**config.mk**
```make
export PLATFORM = sky130hd
export DESIGN_NAME = pipelined_data_path
export DESIGN_NICKNAME = d
export VERILOG_FILES = /design/src/rtl/dp_pkg.sv /design/src/rtl/pipelined_data_path_alu.sv /design/src/rtl/pipelined_data_path.sv
export SDC_FILE = /design/constraint.sdc
export NUM_CORES = 1
export LEC_CHECK = 0
export ABC_AREA = 1
export ABC_CLOCK_PERIOD_IN_PS = 2900
export BUFFER_PORTS_ARGS = -buffer_cell sky130_fd_sc_hd__buf_2
export CAP_MARGIN = 10
export CORE_MARGIN = 2
export CORE_UTILIZATION = 44
export DETAILED_ROUTE_END_ITERATION = 10
export RECOVER_POWER = 25
export SYNTH_ARGS = -nofsm -noshare
export SYNTH_HDL_FRONTEND = slang
export SYNTH_HIERARCHICAL = 1
export SYNTH_SLANG_ARGS = --single-unit
```
**constraint.sdc**
```tcl
create_clock -name clk -period 2.9 [get_ports clk]
set_clock_uncertainty 0.2 [all_clocks]
set_input_delay 0.435 -clock clk [delete_from_list [all_inputs] [get_ports clk]]
set_output_delay 0.435 -clock clk [all_outputs]
set_load 0.005 [all_outputs]
```
**src/rtl/dp_pkg.sv**
```systemverilog
// Shared types and instruction-field layout for the 3-stage pipelined datapath.
// Field offsets are functions of DATA_W/RA_W so every parameterisation shares one layout.
package dp_pkg;

  typedef enum logic [1:0] {
    CLS_R    = 2'b00,
    CLS_I    = 2'b01,
    CLS_BZ   = 2'b10,
    CLS_HALT = 2'b11
  } cls_e;

  typedef enum logic [2:0] {
    ALU_ADD  = 3'b000,
    ALU_SUB  = 3'b001,
    ALU_AND  = 3'b010,
    ALU_OR   = 3'b011,
    ALU_XOR  = 3'b100,
    ALU_NOT  = 3'b101,
    ALU_SLT  = 3'b110,
    ALU_PASS = 3'b111
  } alu_op_e;

  // Flag register contents produced by the ALU alongside its result.
  typedef struct packed {
    logic zero;
    logic carry;
  } alu_flags_t;

  // Layout MSB->LSB: cls[2] op[3] rd[RA_W] rs1[RA_W] low[DATA_W]
  function automatic int instr_w(int dw, int raw);
    return dw + 2 * raw + 5;
  endfunction

  function automatic int cls_lsb(int dw, int raw);
    return dw + 2 * raw + 3;
  endfunction

  function automatic int op_lsb(int dw, int raw);
    return dw + 2 * raw;
  endfunction

  function automatic int rd_lsb(int dw, int raw);
    return dw + raw;
  endfunction

  function automatic int rs1_lsb(int dw);
    return dw;
  endfunction

endpackage

```
**src/rtl/pipelined_data_path_alu.sv**
```systemverilog
// Combinational parametrised ALU: result plus zero/carry; carry is carry-out on ADD,
// borrow on SUB and 0 otherwise.
module alu_param
  import dp_pkg::*;
#(
  parameter int DATA_W = 8
) (
  input  logic [DATA_W-1:0] a_i,
  input  logic [DATA_W-1:0] b_i,
  input  alu_op_e           op_i,
  output logic [DATA_W-1:0] result_o,
  output logic              zero_o,
  output logic              carry_o
);

  logic [DATA_W:0] sum;

  always_comb begin
    sum      = {1'b0, a_i} + {1'b0, b_i};
    result_o = '0;
    carry_o  = 1'b0;
    unique case (op_i)
      ALU_ADD:  {carry_o, result_o} = sum;
      ALU_SUB: begin
        result_o = a_i - b_i;
        carry_o  = (a_i < b_i);
      end
      ALU_AND:  result_o = a_i & b_i;
      ALU_OR:   result_o = a_i | b_i;
      ALU_XOR:  result_o = a_i ^ b_i;
      ALU_NOT:  result_o = ~a_i;
      ALU_SLT:  result_o = {{(DATA_W-1){1'b0}}, (a_i < b_i)};
      ALU_PASS: result_o = b_i;
    endcase
  end

  assign zero_o = (result_o == '0);

endmodule

```
**src/rtl/pipelined_data_path.sv**
```systemverilog
// 3-stage (IF, EX, WB) datapath with WB->EX bypass, zero/carry flags, branch-on-zero
// with one-bubble flush, HALT, and a global freeze enable.
module pipelined_data_path
  import dp_pkg::*;
#(
  parameter  int DATA_W  = 8,
  parameter  int RA_W    = 3,
  parameter  int PC_W    = 12,
  localparam int INSTR_W = instr_w(DATA_W, RA_W)
) (
  input  logic               clk,
  input  logic               rst,
  input  logic               en,
  output logic [PC_W-1:0]    imem_addr,
  input  logic [INSTR_W-1:0] imem_data,
  output logic               halted,
  output logic               dbg_wb_en,
  output logic [RA_W-1:0]    dbg_wb_addr,
  output logic [DATA_W-1:0]  dbg_wb_data,
  output logic               dbg_zero,
  output logic               dbg_carry
);

  localparam int CLS_LSB = cls_lsb(DATA_W, RA_W);
  localparam int OP_LSB  = op_lsb(DATA_W, RA_W);
  localparam int RD_LSB  = rd_lsb(DATA_W, RA_W);
  localparam int RS1_LSB = rs1_lsb(DATA_W);
  localparam int NREGS   = 2 ** RA_W;

  if (PC_W > DATA_W + 2 * RA_W) begin : g_pc_w_check
    $error("PC_W must not exceed DATA_W+2*RA_W");
  end

  // Pipeline state
  logic [PC_W-1:0]    pc_q,      pc_d;
  logic [INSTR_W-1:0] ir_q,      ir_d;
  logic               ir_vld_q,  ir_vld_d;
  logic               wb_vld_q,  wb_vld_d;
  logic [RA_W-1:0]    wb_rd_q,   wb_rd_d;
  logic [DATA_W-1:0]  wb_dat_q,  wb_dat_d;
  alu_flags_t         flags_q,   flags_d;
  logic               halted_q,  halted_d;
  logic [DATA_W-1:0]  rf_q [NREGS];

  // EX decode
  cls_e              ex_cls;
  alu_op_e           ex_op;
  logic [RA_W-1:0]   ex_rd, ex_rs1, ex_rs2;
  logic [DATA_W-1:0] ex_imm;
  logic [PC_W-1:0]   ex_tgt;
  logic              ex_alu_vld, ex_bz_taken, ex_halt;
  logic [DATA_W-1:0] ex_a, ex_b, rs2_val;
  logic [DATA_W-1:0] alu_res;
  logic              alu_zero, alu_carry;
  logic              wb_wr;

  assign ex_cls = cls_e'(ir_q[CLS_LSB +: 2]);
  assign ex_op  = alu_op_e'(ir_q[OP_LSB +: 3]);
  assign ex_rd  = ir_q[RD_LSB +: RA_W];
  assign ex_rs1 = ir_q[RS1_LSB +: RA_W];
  assign ex_rs2 = ir_q[DATA_W-1 -: RA_W];
  assign ex_imm = ir_q[DATA_W-1:0];
  assign ex_tgt = ir_q[PC_W-1:0];

  assign ex_alu_vld  = ir_vld_q && (ex_cls == CLS_R || ex_cls == CLS_I);
  assign ex_bz_taken = ir_vld_q && (ex_cls == CLS_BZ) && flags_q.zero;
  assign ex_halt     = ir_vld_q && (ex_cls == CLS_HALT);

  // A register writing back this cycle is not yet in rf_q, so it is forwarded.
  assign wb_wr = wb_vld_q && (wb_rd_q != '0);

  always_comb begin
    ex_a = '0;
    if (ex_rs1 != '0) begin
      ex_a = (wb_wr && wb_rd_q == ex_rs1) ? wb_dat_q : rf_q[ex_rs1];
    end
    rs2_val = '0;
    if (ex_rs2 != '0) begin
      rs2_val = (wb_wr && wb_rd_q == ex_rs2) ? wb_dat_q : rf_q[ex_rs2];
    end
    ex_b = (ex_cls == CLS_R) ? rs2_val : ex_imm;
  end

  alu_param #(
    .DATA_W (DATA_W)
  ) u_alu (
    .a_i      (ex_a),
    .b_i      (ex_b),
    .op_i     (ex_op),
    .result_o (alu_res),
    .zero_o   (alu_zero),
    .carry_o  (alu_carry)
  );

  always_comb begin
    pc_d     = pc_q;
    ir_d     = ir_q;
    ir_vld_d = ir_vld_q;
    wb_vld_d = wb_vld_q;
    wb_rd_d  = wb_rd_q;
    wb_dat_d = wb_dat_q;
    flags_d  = flags_q;
    halted_d = halted_q;
    if (en) begin
      wb_vld_d = ex_alu_vld;
      wb_rd_d  = ex_rd;
      wb_dat_d = alu_res;
      if (ex_alu_vld) begin
        flags_d.zero  = alu_zero;
        flags_d.carry = alu_carry;
      end
      // pc already points past HALT when it reaches EX, so holding pc parks it there.
      if (halted_q || ex_halt) begin
        halted_d = 1'b1;
        ir_vld_d = 1'b0;
      end else if (ex_bz_taken) begin
        pc_d     = ex_tgt;
        ir_vld_d = 1'b0;
      end else begin
        ir_d     = imem_data;
        ir_vld_d = 1'b1;
        pc_d     = pc_q + PC_W'(1);
      end
    end
  end

  always_ff @(posedge clk) begin
    if (rst) begin
      pc_q     <= '0;
      ir_q     <= '0;
      ir_vld_q <= 1'b0;
      wb_vld_q <= 1'b0;
      wb_rd_q  <= '0;
      wb_dat_q <= '0;
      flags_q  <= '0;
      halted_q <= 1'b0;
    end else begin
      pc_q     <= pc_d;
      ir_q     <= ir_d;
      ir_vld_q <= ir_vld_d;
      wb_vld_q <= wb_vld_d;
      wb_rd_q  <= wb_rd_d;
      wb_dat_q <= wb_dat_d;
      flags_q  <= flags_d;
      halted_q <= halted_d;
    end
  end

  always_ff @(posedge clk) begin
    if (rst) begin
      for (int i = 0; i < NREGS; i++) begin
        rf_q[i] <= '0;
      end
    end else if (en && wb_wr) begin
      rf_q[wb_rd_q] <= wb_dat_q;
    end
  end

  assign imem_addr   = pc_q;
  assign halted      = halted_q;
  assign dbg_wb_en   = en && wb_wr;
  assign dbg_wb_addr = wb_rd_q;
  assign dbg_wb_data = wb_dat_q;
  assign dbg_zero    = flags_q.zero;
  assign dbg_carry   = flags_q.carry;

endmodule
```
==> flow_metrics.py <==
metrics = {
    "logic_synthesis": {
        "synth_seq_cells": 117,
        "syn_area_per_cell_um2": 7.04,
        "postSynthCellCount": 1068,
        "async_flop_share_pct": 0,
        "synth_cell_types": 42,
        "ys_top_cells_by_count": "293 x nand2_1, 154 x nand3_1, 134 x nor2_1",
        "netlist_area_um2": 7520,
        "synth_ff_type": "edfxtp_1",
        "synth.area.top_cells": "edfxtp_1 26%, nand2_1 15%, dfxtp_1 14%",
        "synth-edff-count": 64,
        "yosysMostFrequentCell": "nand2_1",
        "yosys.area.top_type": "edfxtp_1",
        "synth_top_cell_area_share_pct": 25.6,
        "ys_seq_area_share_pct": 39.7,
        "yosysWarnings": 6,
    },
    "power_and_ir_drop": {
        "power.net_switching_mw": 2.08,
        "comb_power_share_pct": 34.8,
        "ir_drop_mv": 0.495,
        "p_seq_share_pct": 30.8,
        "clockPowerShare_pct": 34.3,
        "p_total_mw": 6.23,
        "power_density_nw_per_um2": 608,
        "p_sw_share_pct": 33.4,
        "leakagePower_nw": 4.64,
        "p_int_mw": 4.15,
    },
    "final_layout": {
        "fin_nets": 1308,
        "drive_gt1_share_pct": 30.4,
        "fillers": 1483,
        "multiInputGateArea_um2": 4370,
        "area_growth_pct": 36.3,
        "num_antenna_cells": 0,
        "final_area_um2": 10200,
        "regArea_um2": 3000,
    },
    "clock_tree": {
        "cts_buffers": 17,
        "tritoncts": "yes",
        "cts.sink_count": 117,
        "root_buffer": "clkbuf_16",
        "ctsHoldBuffers": 0,
        "clkTransAtPathRegs_ns": 0.06,
        "clkLatencyLatePin_ns": 0.43,
        "cts_max_level": 4,
        "clockBufferDepth": 2,
    },
    "timing": {
        "tightest_slew_ns": 1.21,
        "relSlewSlack_pct": 19.0,
        "finalCriticalPeriod_ns": 3.22,
        "fin_ws_ns": -0.325,
        "max_freq_mhz": 310,
        "report.final.slew_viol_count": 0,
        "setup_tns_ns": -1.81,
        "worst_hold_slack_ns": 0.0583,
        "setup_viol": 10,
        "rsz0062_at_grt": "yes",
        "fin_crit_sh_pct": 111,
        "hold_viol_final": 0,
    },
    "critical_path": {
        "critPathLaunch": "dbg_wb_addr[1]",
        "crit_end": "dbg_zero",
        "timing.rr.start": "dbg_wb_addr[1]",
        "crit_path_max_fanout": 8,
        "rr_worst_depth": 23,
        "reg2reg_setup_slack_ns": -0.32,
        "regToRegEndpoint": "dbg_zero",
        "worstSetupPathType": "reg2reg",
        "crit_required_ns": 3.06,
        "start_kind": "flip-flop",
        "end_kind": "flip-flop",
        "arrival_ns": 3.38,
    },
    "global_route": {
        "grt_pass1_wl_um": 39800,
        "antenna_found_initial": 0,
        "track_usage_pct": 28.7,
        "overflow": 0,
        "grt_pass1_vias": 7472,
        "grt_max_degree": 41,
    },
    "min_path": {
        "hold_class": "in2reg",
    },
    "detailed_routing": {
        "drt_iter0_drc": 724,
        "vias": 7822,
        "firstDrtPassIters": 7,
        "drc": 0,
        "via_per_inst": 5.24,
        "wire_per_inst_um": 17.0,
        "drt-total-wl_um": 25400,
        "ant_nets": 0,
    },
    "die": {
        "ios": 49,
        "die_y_um": 135,
        "row_count": 47,
        "die-area_um2": 18100,
        "die_x_um": 135,
        "initial_core_util_pct": 45.2,
        "coreArea_um2": 16600,
    },
    "outcome": {
        "violations": "negative setup slack",
        "status": "complete, but fails checks",
    },
    "place": {
        "portBuffers": 48,
        "gp_congestion": 0.953,
        "dp_hpwl_um": 18300,
        "placed_area_um2": 8950,
    },
    "flow_run": {
        "maxCapViolations": 0,
    },
}
==> critical path: stages (launching register included) <==
cell and delay (ns):
dfxtp_4 0.37, xor2_1 0.14, nor2_1 0.18, nand3_4 0.14, buf_6 0.17, nand3_2 0.06
nand2_1 0.08, nor2_4 0.17, inv_2 0.09, fa_2 0.41, inv_1 0.06, nand2_1 0.06
nand2_2 0.09, buf_6 0.10, nand4_1 0.09, nand3_1 0.12, nand2_1 0.07, nand2_2 0.07
nand2_2 0.05, nor2_2 0.08, nand2_1 0.07, nor2_2 0.08, o21ai_1 0.06, a21oi_1 0.13
==> power groups by stage <==
| stage | Combinational [mW] | Clock (mW) | Sequential (mW) |
|---|---|---|---|
| global placement | 1.74 | 0 | 1.95 |
| CTS | 1.94 | 2.15 | 1.92 |
| finish | 2.17 | 2.14 | 1.92 |
| detailed placement | 1.74 | 0 | 1.95 |
| global route | 2.36 | 2.23 | 1.93 |
| floorplan | 0.991 | 0 | 1.92 |
==> worst min path at each step <==
stage,start,end,slack [ns],cells after the start
final,imem_data[0],ir_q[0],0.06,3
after global placement,dbg_carry,dbg_carry,0.25,2
after detailed placement,dbg_carry,dbg_carry,0.27,2
after global routing,imem_data[16],ir_q[16],0.06,3
after CTS,imem_data[16],ir_q[16],0.05,3
after floorplan,dbg_carry,dbg_carry,0.24,2
==> routing by layer <==
layer  part of all wire [%]  vias to the layer above  track usage (%)
met5                      0                        -                0
met3                    5.5                       55             5.41
met2                     48                      269             47.1
li1                       -                     3886                -
met4                    3.2                        0             11.6
met1                     43                     3612             37.2
==> flip-flops by register name, indices dropped and copies added (netlist names), named ones only <==
register,count
rf_q,64
ir_q,19
imem_addr,12
dbg_wb_data,8
dbg_wb_addr,3
dbg_carry,1
dbg_zero,1
halted,1
ir_vld_q,1
wb_vld_q,1
==> layout make-up <==
type | count | area share [%]
multi-input cells | 803 | 42.6
flip-flops and latches | 117 | 29.3
repair buffers | 213 | 15.5
clock buffers | 19 | 4.23
inverters | 107 | 4.07
well taps | 220 | 2.69
clock inverters | 13 | 1.53
==> cell usage in the layout, fill, tap and decap left out, types with 8 or more instances in the layout <==
cell	n
inv_2	23
o21ai_0	43
nand3_2	29
buf_2	49
o21ai_1	9
nor2_4	11
nand2_2	27
dfxtp_1	46
buf_4	145
nor2_2	11
ha_1	15
buf_6	13
nor2_1	119
nand2_1	273
clkinv_1	10
nand3_1	127
clkbuf_16	17
edfxtp_1	64
nand4_1	23
inv_1	72
a21oi_1	47
ha_4	8
conb_1	8
==> per-stage QoR <==
step,instances,worst slack [ns],utilization [%]
2_1_floorplan,1075,-0.0329,-
3_3_place_gp,1437,-0.492,53.8
3_5_place_dp,1437,-0.524,53.8
6_report,1492,-0.325,61.6
5_1_grt,1492,-0.499,61.6
4_1_cts,1486,-0.370,59.4
==> repair_timing <==
item / in CTS / in global routing
buffers inserted: 15 / 9
cloned: 2 / 0
pin swaps: 22 / 38
resized for setup: 54 / 93
hold endpoints to repair: 0 / 0
setup endpoints to repair: 10 / 10
==> cells by family after synthesis <==
group | share of synthesized area (%)
and+or+nand+nor | 37.9
buffers and inverters | 8.80
AOI/OAI and AO/OA | 8.07
adders and majority gates | 4.69
xor gates and xnor gates | 0.816
other | 0.0499
DFF | 39.7
(Power assumes the default switching activity.)
